File: config.mk
export PLATFORM = sky130hd
export DESIGN_NAME = pipelined_addsub
export DESIGN_NICKNAME = d
export VERILOG_FILES = /design/src/rtl/pipelined_addsub.sv
export SDC_FILE = /design/constraint.sdc
export NUM_CORES = 1
export LEC_CHECK = 0
export ABC_AREA = 1
export BUFFER_PORTS_ARGS = -buffer_cell sky130_fd_sc_hd__buf_2
export CORE_ASPECT_RATIO = 2
export CORE_UTILIZATION = 49
export DETAILED_ROUTE_END_ITERATION = 10
export PLACE_DENSITY = 0.81
export SETUP_SLACK_MARGIN = 0.3
export SLEW_MARGIN = 40
export SYNTH_ARGS = -nofsm -noshare
export SYNTH_HDL_FRONTEND = slang
export SYNTH_SLANG_ARGS = --single-unit
File: constraint.sdc
create_clock -name clk -period 4.9 [get_ports clk]
set_input_delay 0.49 -clock clk [delete_from_list [all_inputs] [get_ports clk]]
set_output_delay 0.49 -clock clk [all_outputs]
set_load 0.01 [all_outputs]
File: src/rtl/pipelined_addsub.sv
// N-bit add/subtract unit split into STAGES carry-chained W-bit slices, one slice per
// pipeline stage, with a valid/ready handshake on both sides and carry/overflow flags.
module pipelined_addsub #(
  parameter int N      = 32,
  parameter int STAGES = 4
) (
  input  logic         clk,
  input  logic         reset_n,
  input  logic         in_valid,
  output logic         in_ready,
  input  logic [N-1:0] A,
  input  logic [N-1:0] B,
  input  logic         Cin,
  input  logic         sub,
  output logic         out_valid,
  input  logic         out_ready,
  output logic [N-1:0] Sum,
  output logic         Cout,
  output logic         Ovf
);

  localparam int W = N / STAGES;
  localparam int L = STAGES - 1;

  function automatic logic [W:0] slice_add(input logic [W-1:0] a, input logic [W-1:0] b,
                                           input logic c);
    return {1'b0, a} + {1'b0, b} + {{W{1'b0}}, c};
  endfunction

  function automatic logic signed_ovf(input logic a_msb, input logic b_msb, input logic s_msb);
    return (a_msb == b_msb) && (s_msb != a_msb);
  endfunction

  logic         en;
  logic [N-1:0] beff_in;
  logic         c0;

  assign beff_in = sub ? ~B : B;
  assign c0      = sub ? ~Cin : Cin;

  for (genvar k = 0; k < STAGES; k++) begin : g_st
    localparam int LO = k * W;
    localparam int BW = N - LO;

    logic [N-1:0]  x_src;
    logic [BW-1:0] b_src;
    logic          c_src;
    logic          v_src;
    logic [W:0]    slice;
    logic [N-1:0]  x_nxt;
    logic [N-1:0]  x_p;
    logic          cy_p;
    logic          vld_p;

    // Stage k: x_p holds finished sum slices 0..k below the A slices still to be added
    if (k == 0) begin : g_head
      assign x_src = A;
      assign b_src = beff_in;
      assign c_src = c0;
      assign v_src = in_valid && en;
    end else begin : g_link
      assign x_src = g_st[k-1].x_p;
      assign b_src = g_st[k-1].g_dly.beff_p;
      assign c_src = g_st[k-1].cy_p;
      assign v_src = g_st[k-1].vld_p;
    end

    assign slice = slice_add(x_src[LO +: W], b_src[W-1:0], c_src);

    always_comb begin
      x_nxt          = x_src;
      x_nxt[LO +: W] = slice[W-1:0];
    end

    always_ff @(posedge clk or negedge reset_n) begin
      if (!reset_n) begin
        vld_p <= 1'b0;
        x_p   <= '0;
        cy_p  <= 1'b0;
      end else if (en) begin
        vld_p <= v_src;
        x_p   <= x_nxt;
        cy_p  <= slice[W];
      end
    end

    if (k < L) begin : g_dly
      logic [BW-W-1:0] beff_p;
      always_ff @(posedge clk or negedge reset_n) begin
        if (!reset_n) begin
          beff_p <= '0;
        end else if (en) begin
          beff_p <= b_src[BW-1:W];
        end
      end
    end else begin : g_tail
      logic ovf_p;
      always_ff @(posedge clk or negedge reset_n) begin
        if (!reset_n) begin
          ovf_p <= 1'b0;
        end else if (en) begin
          ovf_p <= signed_ovf(x_src[N-1], b_src[BW-1], slice[W-1]);
        end
      end
    end
  end

  assign en        = !g_st[L].vld_p || out_ready;
  assign in_ready  = en;
  assign out_valid = g_st[L].vld_p;
  assign Sum       = g_st[L].x_p;
  assign Cout      = g_st[L].cy_p;
  assign Ovf       = g_st[L].g_tail.ovf_p;

endmodule

==> flow_summary.yaml, run 1 <==
sta:
  rsz0062_at_grt: "false"
  finalSetupTns_ns: 0
  max_slew_margin: 0.472
  worst_slack_ns: 2.70
  final-setup-viol-count: 0
  slew_viol_final: 0
  fin_crit_sh: 0.449
  worst_hold_slack_ns: 0.0350
  fin_crit_ns: 2.20
  skew_ns: 0.0103
  hold_viol: 0
  max_freq_mhz: 455
  tightest_slew_ns: 0.793
place:
  dp_hpwl_mm: 11.4
  io_buffers: 105
  place_ws_ns: 2.36
  place_congestion: 0.863
  dp.cells: 1301
drt:
  drtIter0Drc: 328
  detail_route.wl_per_cell_um: 12.8
  wirelength_mm: 17.0
  first_pass_iters: 5
  vias: 6660
  ant_nets: 0
  drc: 0
  vias_per_cell: 5.00
synth:
  syn_area_per_cell_sq_um: 8.43
  synth-main-ff-cell: "dfrtp_1"
  synthTopCellsByCount: "nand2_1, dfrtp_1, inv_1"
  async_flop_share: 1.00
  yosysSeqAreaShare: 0.537
  synth_edf_count: 0
  ys_warn_count: 0
  synth_seq_cells: 185
  synth_area_leaders: "dfrtp_1, nand2_1, ha_1, inv_1, o21ai_0"
  syn_inst: 1023
  synth_area_leader_cell: "dfrtp_1"
  yosys.cell_types.count: 22
  yosysMostFrequentCell: "nand2_1"
  yosys.area.top_type_share: 0.537
  syn_area_sq_um: 8620
  syn_nets: 1129
clock_network:
  htree_levels: 4
  cts.clk_slew.worst_paths_ns: 0.07
  cts_setup_buffers: 0
  cts_tree: "built"
  insertion_delay_ns: 0.43
  cts_buffers: 17
  cts.path.max_buffers: 2
  cts_resized: 0
  hold_buffers: 0
  cts_root_buf: "clkbuf_16"
  cts_sinks: 185
cells_and_area:
  final_nets: 1216
  num-fill-cells: 1521
  stdcell_count: 1333
  diodes: 0
  drive_gt1_frac: 0.129
  syn_to_final_growth_pct: 14.3
worst_setup_path:
  setup.worst_path.class: "reg -> out"
  worstPathMaxFanout: 92
  crit_path_end_kind: "primary output"
  worst-endpoint-arrival_ns: 1.71
  ff2ff_setup_slack_ns: 2.93
  required_ns: 4.41
  start_kind: "flip-flop"
die:
  dieArea_sq_um: 18200
  io_pins: 106
  num_rows: 68
  initial_core_util: 0.499
  die_x_um: 95.8
  dieHeight_um: 190
  placeableCoreArea_sq_um: 17300
pwr:
  seq_power_share: 0.410
  intPower_w: 0.00385
  switching_power_w: 0.00246
  p_sw_frac: 0.390
  ir_worst_vdd_uv: 641
  combPwrFrac: 0.376
  p_leak_nw: 5.30
  clock_power_share: 0.215
  power.density_nw_per_um2: 640
global_routing:
  grtUsageTotal: 0.205
  grt_antenna_before_repair: 0
  grt_max_degree: 120
  grt_pass1_vias: 6488
  grt_pass1_wl_mm: 29.2
  overflow: 0
job:
  drv_cap: 0
status:
  status: "finished clean"
worst_hold_path:
  hold_class: "in -> async"
## placed cells by master, fill, tap and decap left out
master,instances
clkinv_4,2
clkinv_2,1
clkbuf_16,18
inv_8,1
nand4_1,8
bufinv_16,1
dfrtp_1,185
clkbuf_8,1
o21ai_1,19
nand3_1,43
nor2_4,1
a211oi_1,4
inv_6,9
buf_4,5
nand2_1,479
buf_6,2
buf_2,103
inv_1,75
nor2_1,18
o22ai_1,2
ha_1,28
o21ai_0,54
clkinv_8,1
xor2_1,9
a21oi_1,16
xnor2_1,30
fa_1,8
## final timing paths
kind                                              from                           to  cells after the start
min reg2reg                  g_st[2].vld_p$_DFFE_PN0N_        out_valid$_DFFE_PN0N_                      2
max                              out_valid$_DFFE_PN0N_                     in_ready                      4
max reg2reg                g_st[1].x_p[16]$_DFFE_PN0N_  g_st[2].x_p[20]$_DFFE_PN0N_                      6
min in group clk                              in_valid    g_st[0].vld_p$_DFFE_PN0N_                      3
min                                            reset_n           Sum[7]$_DFFE_PN0N_                      1
max in group asynchronous                      reset_n  g_st[2].x_p[29]$_DFFE_PN0N_                      2
## per-layer routing
metal / wire [um] / track usage
met1: 7540 / 0.269
met2: 8400 / 0.327
met3: 612 / 0.0336
met4: 481 / 0.100
met5: 0 / 0
## registers in the layout (all words and copies together) (netlist names)
signal	count
Cout	1
Sum	32
g_st.vld_p	3
g_st.cy_p	3
out_valid	1
g_st.x_p	96
Ovf	1
g_st.g_dly.beff_p	48
## cell type report
class / instances / area, sq um / share of cell area
clock buffers: 18 / 439 / 0.0446
clock inverters: 14 / 150 / 0.0152
inverters: 76 / 290 / 0.0295
multi-input cells: 719 / 3480 / 0.353
flip-flops and latches: 185 / 4630 / 0.470
well taps: 210 / 263 / 0.0267
repair buffers: 111 / 601 / 0.0609
## stage by stage
| step | utilization | instance area (sq um) | total power, W |
|---|---|---|---|
| 6_report | 0.571 | 9850 | 0.00631 |
| 5_1_grt | 0.571 | 9850 | 0.00686 |
| 4_1_cts | 0.570 | 9850 | 0.00635 |
| 3_5_place_dp | 0.536 | 9260 | 0.00496 |
| 3_3_place_gp | 0.535 | 9240 | 0.00484 |
| 2_1_floorplan | - | 8620 | 0.00430 |
## critical path, cell delays in order, from the launching register on
cell,delay [ns]
dfrtp_1,0.38
inv_1,0.10
nor2_4,0.06
inv_6,0.45
buf_2,0.25
## power groups by stage
| stage | clock network, W | registers (W) | logic (W) |
|---|---|---|---|
| detailed placement | 0 | 0.00261 | 0.00235 |
| finish | 0.00135 | 0.00258 | 0.00237 |
| CTS | 0.00138 | 0.00259 | 0.00238 |
| global route | 0.00144 | 0.00267 | 0.00274 |
| global placement | 0 | 0.00259 | 0.00226 |
| floorplan | 0 | 0.00259 | 0.00171 |
## kinds of logic after synthesis
family,share of synthesized area
AOI/OAI and AO/OA,0.0566
xor gates and xnor gates,0.0396
adders and majority gates,0.0592
buffers and inverters,0.0589
DFF,0.537
and+or+nand+nor,0.249
No activity file was read; power rests on OpenSTA's default activity.
==> run 2, diff against run 1 <==
Clock period 4.9 ns to 2.2 ns, I/O delays scaled along.
==> run 2 against run 1 <==
  * Hold slack got worse by 0.024 ns
  * Critical path type is now reg -> reg
  * Largest power group unchanged
  * Critical endpoint is now g_st[1].cy_p$_DFFE_PN0N_
  * Utilization increased by 1.4 points
  * Die area unchanged
  * Sequential power grew 120%
  * First-iteration DRC count is 0.61% lower
  * Clock skew is essentially flat
  * Non-clock buffer count is 23 higher
  * Design area is 2.5% higher
  * Combinational power increased by 130%
==> flow_summary.yaml, run 2 (synthesis results as in run 1) <==
status:
  status: "finished clean"
worst_setup_path:
  crit_path_end_kind: "flip-flop"
  ff2ff_setup_slack_ns: 0.40
  required_ns: 2.51
  setup.worst_path.class: "reg -> reg"
  r2r_end: "g_st[1].cy_p$_DFFE_PN0N_"
  worstRegToRegCells: 6
  start_kind: "flip-flop"
  worstPathMaxFanout: 4
  reg2reg_from: "g_st[0].x_p[8]$_DFFE_PN0N_"
  worst-endpoint-arrival_ns: 2.10
place:
  io_buffers: 105
  dp_hpwl_mm: 11.7
  place_congestion: 0.857
pwr:
  p_leak_nw: 5.39
  ir_worst_vdd_uv: 990
  power.density_nw_per_um2: 1390
drt:
  first_pass_iters: 4
  ant_nets: 0
  wirelength_mm: 17.4
  detail_route.wl_per_cell_um: 12.8
  vias_per_cell: 4.95
  vias: 6712
  drtIter0Drc: 326
  drc: 0
clock_network:
  cts_setup_buffers: 0
  cts.clk_slew.worst_paths_ns: 0.07
  cts.path.max_buffers: 2
  cts_tree: "built"
  insertion_delay_ns: 0.44
  cts_sinks: 185
  cts_root_buf: "clkbuf_16"
  cts_buffers: 17
  htree_levels: 4
cells_and_area:
  layout_commonest_cell: "nand2_1"
  syn_to_final_growth_pct: 17.2
  final_cell_mix: "nand2_1, dfrtp_1, buf_2, inv_1, o21ai_0"
  drive_gt1_frac: 0.137
  final_nets: 1239
  regMostFlops: "g_st.x_p"
  diodes: 0
  num-fill-cells: 1535
  largest_reg_flops: 96
worst_hold_path:
  hold_path_startpoint: "A[28]"
  holdPathEnd: "g_st[0].x_p[28]$_DFFE_PN0N_"
  hold_class: "in -> reg"
  min_path_cells: 3
global_routing:
  overflow: 0
  grtUsageTotal: 0.212
  grt_antenna_before_repair: 0
  grt_pass1_vias: 6606
  grt_pass1_wl_mm: 29.9
  grt_max_degree: 113
sta:
  slew_viol_final: 0
  fin_crit_ns: 1.80
  worst_hold_slack_ns: 0.0106
  finalSetupTns_ns: 0
  max_freq_mhz: 557
  fin_crit_sh: 0.816
  tightest_slew_ns: 0.585
  max_slew_margin: 0.610
  skew_ns: 0.0105
  final-setup-viol-count: 0
  rsz0062_at_grt: "true"
  hold_viol: 0
die:
  dieArea_sq_um: 18200
  num_rows: 68
  dieHeight_um: 190
  initial_core_util: 0.499
  io_pins: 106
  die_x_um: 95.8
  placeableCoreArea_sq_um: 17300
job:
  drv_cap: 0
run 2: repair_timing:
item,in CTS,in global routing
hold buffers,16,0
endpoints found under the hold margin,84,0
gates resized for setup,0,4
setup endpoints to repair,0,8
run 2: per-layer routing:
metal | part of all wire | global-route usage
met2 | 0.50 | 0.338
met1 | 0.44 | 0.279
met3 | 0.037 | 0.0460
met4 | 0.025 | 0.0867
met5 | 0 | 0
run 2: worst max-delay path by stage:
stage / startpoint / end / slack, ns / cells past startpoint
after floorplan: sub / g_st[0].x_p[6]$_DFFE_PN0N_ / 0.31 / 12
after global routing: g_st[1].x_p[16]$_DFFE_PN0N_ / g_st[2].x_p[20]$_DFFE_PN0N_ / 0.28 / 6
after global placement: sub / g_st[0].x_p[6]$_DFFE_PN0N_ / 0.28 / 10
final: g_st[0].x_p[8]$_DFFE_PN0N_ / g_st[1].cy_p$_DFFE_PN0N_ / 0.40 / 6
after CTS: g_st[1].x_p[16]$_DFFE_PN0N_ / g_st[2].x_p[20]$_DFFE_PN0N_ / 0.32 / 6
after detailed placement: sub / g_st[0].x_p[6]$_DFFE_PN0N_ / 0.21 / 10
run 2: area by class of cell:
class / count / area (sq um) / share of cell area
Sequential cell: 185 / 4630 / 0.458
Multi-Input combinational cell: 719 / 3500 / 0.346
Timing Repair Buffer: 134 / 855 / 0.0846
Clock buffer: 18 / 439 / 0.0435
Inverter: 76 / 290 / 0.0287
Tap cell: 210 / 263 / 0.0260
Clock inverter: 14 / 129 / 0.0128
run 2: worst max-delay path, stage by stage, from the launching register on:
cell,delay (ns)
dfrtp_1,0.40
fa_1,0.50
fa_2,0.40
nand3_1,0.12
nand3_1,0.09
nand2_1,0.08
a21oi_1,0.07
run 2: where the power goes:
group | total, W | switching, W | internal, W | leakage [nW]
Combinational | 0.00539 | 0.00329 | 0.00210 | 2.88
Clock | 0.00293 | 0.00140 | 0.00153 | 0.277
Sequential | 0.00576 | 0.000841 | 0.00492 | 2.24
Total | 0.0141 | 0.00554 | 0.00854 | 5.39
run 2: stage by stage:
step                instance area (sq um)  worst slack, ns  utilization  total power, W  cells
detailed placement                   9370            0.210        0.542          0.0111   1308
finish                              10100            0.404        0.585          0.0141   1356
CTS                                 10100            0.317        0.584          0.0142   1356
global placement                     9370            0.276        0.542          0.0109   1308
global route                        10100            0.285        0.585          0.0154   1356
floorplan                            8630            0.307            -         0.00958   1023
==> run 3, diff against run 2 <==
Settings changed: ABC_AREA 1 to 0.
Clock period 2.2 ns to 1.8 ns, I/O delays scaled along.
==> run 3 against run 2 <==
  * The flow now finishes with violations (setup timing)
  * Critical path depth increased by 3
  * Sequential power increased by 24%
  * Fmax decreased by 16%
  * Hold slack improved by 0.025 ns
  * Synthesized area fell by 3.8%
  * First-iteration DRC count up 55%
  * Cell count shrank 4.1%
  * Sequential cell count stayed put
  * Total power grew 40%
  * Largest cell class unchanged
==> flow_summary.yaml, run 3 <==
place:
  place_ws_ns: -0.364
  place_congestion: 0.890
  dp.cells: 1213
  placed_area_sq_um: 9330
  io_buffers: 105
  dp_hpwl_mm: 11.9
drt:
  drtIter0Drc: 504
  drc: 0
  first_pass_iters: 5
  vias_per_cell: 5.17
  vias: 6719
  wirelength_mm: 20.2
  ant_nets: 0
  detail_route.wl_per_cell_um: 15.5
sta:
  skew_ns: 0.0124
  rsz0062_at_grt: "true"
  fin_crit_sh: 1.19
  final-setup-viol-count: 18
  fin_crit_ns: 2.15
  hold_viol: 0
  slew_viol_final: 0
  max_freq_mhz: 465
  max_slew_margin: 0.673
  worst_slack_ns: -0.348
  tightest_slew_ns: 0.486
worst_setup_path:
  reg2reg_from: "g_st[1].x_p[16]$_DFFE_PN0N_"
  startpoint: "g_st[1].x_p[16]$_DFFE_PN0N_"
  worstRegToRegCells: 9
  ff2ff_setup_slack_ns: -0.35
  max_stage_delay_ns: 0.44
  worstPathMaxFanout: 2
  worst-endpoint-arrival_ns: 2.50
  cp_num_cells: 9
  start_kind: "flip-flop"
  setup.worst_path.class: "reg -> reg"
  required_ns: 2.15
  r2r_end: "g_st[2].x_p[21]$_DFFE_PN0N_"
  crit_family: "compound AO/OA/AOI/OAI gates"
  crit_path_cell_trace: "fa_2 > buf_4 > buf_6 > buf_6 > a211oi_4 > o31ai_4 > buf_4 > xnor2_2 > a21oi_1"
  crit_path_end_kind: "flip-flop"
  cp_num_buf_inv: 4
  crit_slowest_cell: "fa_2"
global_routing:
  grt_max_degree: 70
  grt_pass1_wl_mm: 29.3
  grt_pass1_vias: 6318
  grt_antenna_before_repair: 0
  overflow: 0
  grtUsageTotal: 0.217
pwr:
  ir_worst_vdd_uv: 970
  p_leak_nw: 5.50
  total_power_w: 0.0197
  power.density_nw_per_um2: 1800
clock_network:
  insertion_delay_ns: 0.43
  htree_levels: 4
  cts_tree: "built"
  cts_sinks: 185
  cts_buffers: 17
  cts.path.max_buffers: 2
  cts.clk_slew.worst_paths_ns: 0.07
  cts_root_buf: "clkbuf_16"
die:
  io_pins: 106
  dieHeight_um: 186
  num_rows: 66
  die_x_um: 94.0
  initial_core_util: 0.504
  placeableCoreArea_sq_um: 16400
  dieArea_sq_um: 17500
cells_and_area:
  num-fill-cells: 1224
  diodes: 0
  final_area_sq_um: 10900
  syn_to_final_growth_pct: 31.4
  stdcell_count: 1300
  regMostFlops: "g_st.x_p"
  final_nets: 1191
  final_cell_mix: "nand2_1, dfrtp_1, buf_2, buf_4, o21ai_0"
  largest_reg_flops: 96
  layout_commonest_cell: "nand2_1"
  drive_gt1_frac: 0.231
status:
  status: "finished with violations"
  violations: "setup timing"
synth:
  syn_area_sq_um: 8290
  synth-main-ff-cell: "dfrtp_1"
  syn_inst: 909
  synth_edf_count: 0
  async_flop_share: 1.00
  yosys.area.top_type_share: 0.558
  syn_nets: 1015
  yosys.cell_types.count: 30
  synth_area_leaders: "dfrtp_1, nand2_1, ha_1, o21ai_0, xnor2_1"
  ys_warn_count: 0
  yosysSeqAreaShare: 0.558
  synth_seq_cells: 185
  syn_area_per_cell_sq_um: 9.12
  synth_area_leader_cell: "dfrtp_1"
  yosysMostFrequentCell: "nand2_1"
  synthTopCellsByCount: "nand2_1, dfrtp_1, o21ai_0"
worst_hold_path:
  hold_class: "in -> reg"
  hold_path_startpoint: "B[13]"
  holdPathEnd: "g_st[0].g_dly.beff_p[5]$_DFFE_PN0N_"
  min_path_cells: 3
job:
  drv_cap: 0
run 3: changes by cell type after synthesis, sizes merged, moves of 8 or more:
cell,delta
nand4,-8
xor2,+11
inv,-68
o21ai,-19
nand3,-43
nand2,-41
nor3,+11
run 3: how the worst max path moves through the flow:
stage,end,slack (ns)
3_5_place_dp,g_st[0].x_p[7]$_DFFE_PN0N_,-0.36
6_report,g_st[2].x_p[21]$_DFFE_PN0N_,-0.35
5_1_grt,g_st[2].x_p[21]$_DFFE_PN0N_,-0.39
4_1_cts,g_st[2].cy_p$_DFFE_PN0N_,-0.32
2_1_floorplan,g_st[0].x_p[6]$_DFFE_PN0N_,-0.34
3_3_place_gp,g_st[0].x_p[7]$_DFFE_PN0N_,-0.30
run 3: cell families (layout without fill, tap and decap cells):
| logic type | Yosys count | after routing | synth area share |
|---|---|---|---|
| compound gates | 108 | 108 | 0.0774 |
| xor+xnor | 49 | 49 | 0.0518 |
| fa+ha+maj | 36 | 36 | 0.0616 |
| buf+inv | 52 | 239 | 0.0279 |
| flops | 185 | 185 | 0.558 |
| simple gates | 479 | 479 | 0.223 |
run 3: per-layer routing:
layer | routed length (um) | track usage
met1 | 7950 | 0.253
met3 | 695 | 0.0441
met2 | 11100 | 0.387
met4 | 448 | 0.0782
met5 | 0 | 0
run 3: layout make-up:
type,count,area (sq um),share of cell area
repair buffers,200,1640,0.151
repair inverters,1,6.26,0.000574
flip-flops and latches,185,4630,0.425
well taps,204,255,0.0234
clock buffers,18,429,0.0394
multi-input cells,672,3730,0.342
inverters,8,37.5,0.00345
clock inverters,12,165,0.0152
run 3: through the flow:
stage	TNS (ns)	utilization	hold slack, ns
after floorplan	-1.61	-	-0.116
after global placement	-2.65	0.568	0.171
after CTS	-2.86	0.636	0.0251
after detailed placement	-3.77	0.568	0.177
final	-3.62	0.663	0.0351
after global routing	-4.85	0.663	0.0343
run 3: worst reg2reg max path, delay by kind of cell, from the launching register on:
family / cells / cell delay [ns]
xor gates and xnor gates: 1 / 0.12
DFF: 1 / 0.42
buffers and inverters: 4 / 0.54
AOI/OAI and AO/OA: 3 / 0.55
adders and majority gates: 1 / 0.44
run 3: report_power, final:
part | internal [W] | switching, W | total [W]
registers | 0.00602 | 0.00113 | 0.00715
logic | 0.00399 | 0.00471 | 0.00870
clock network | 0.00219 | 0.00161 | 0.00381
run 3: repair_timing:
item	in CTS	in global routing
setup buffers	10	14
pin swaps	29	27
resized for setup	52	34
gates cloned	1	6
hold endpoints to repair	75	0
setup endpoints to repair	58	93
hold buffers	26	0
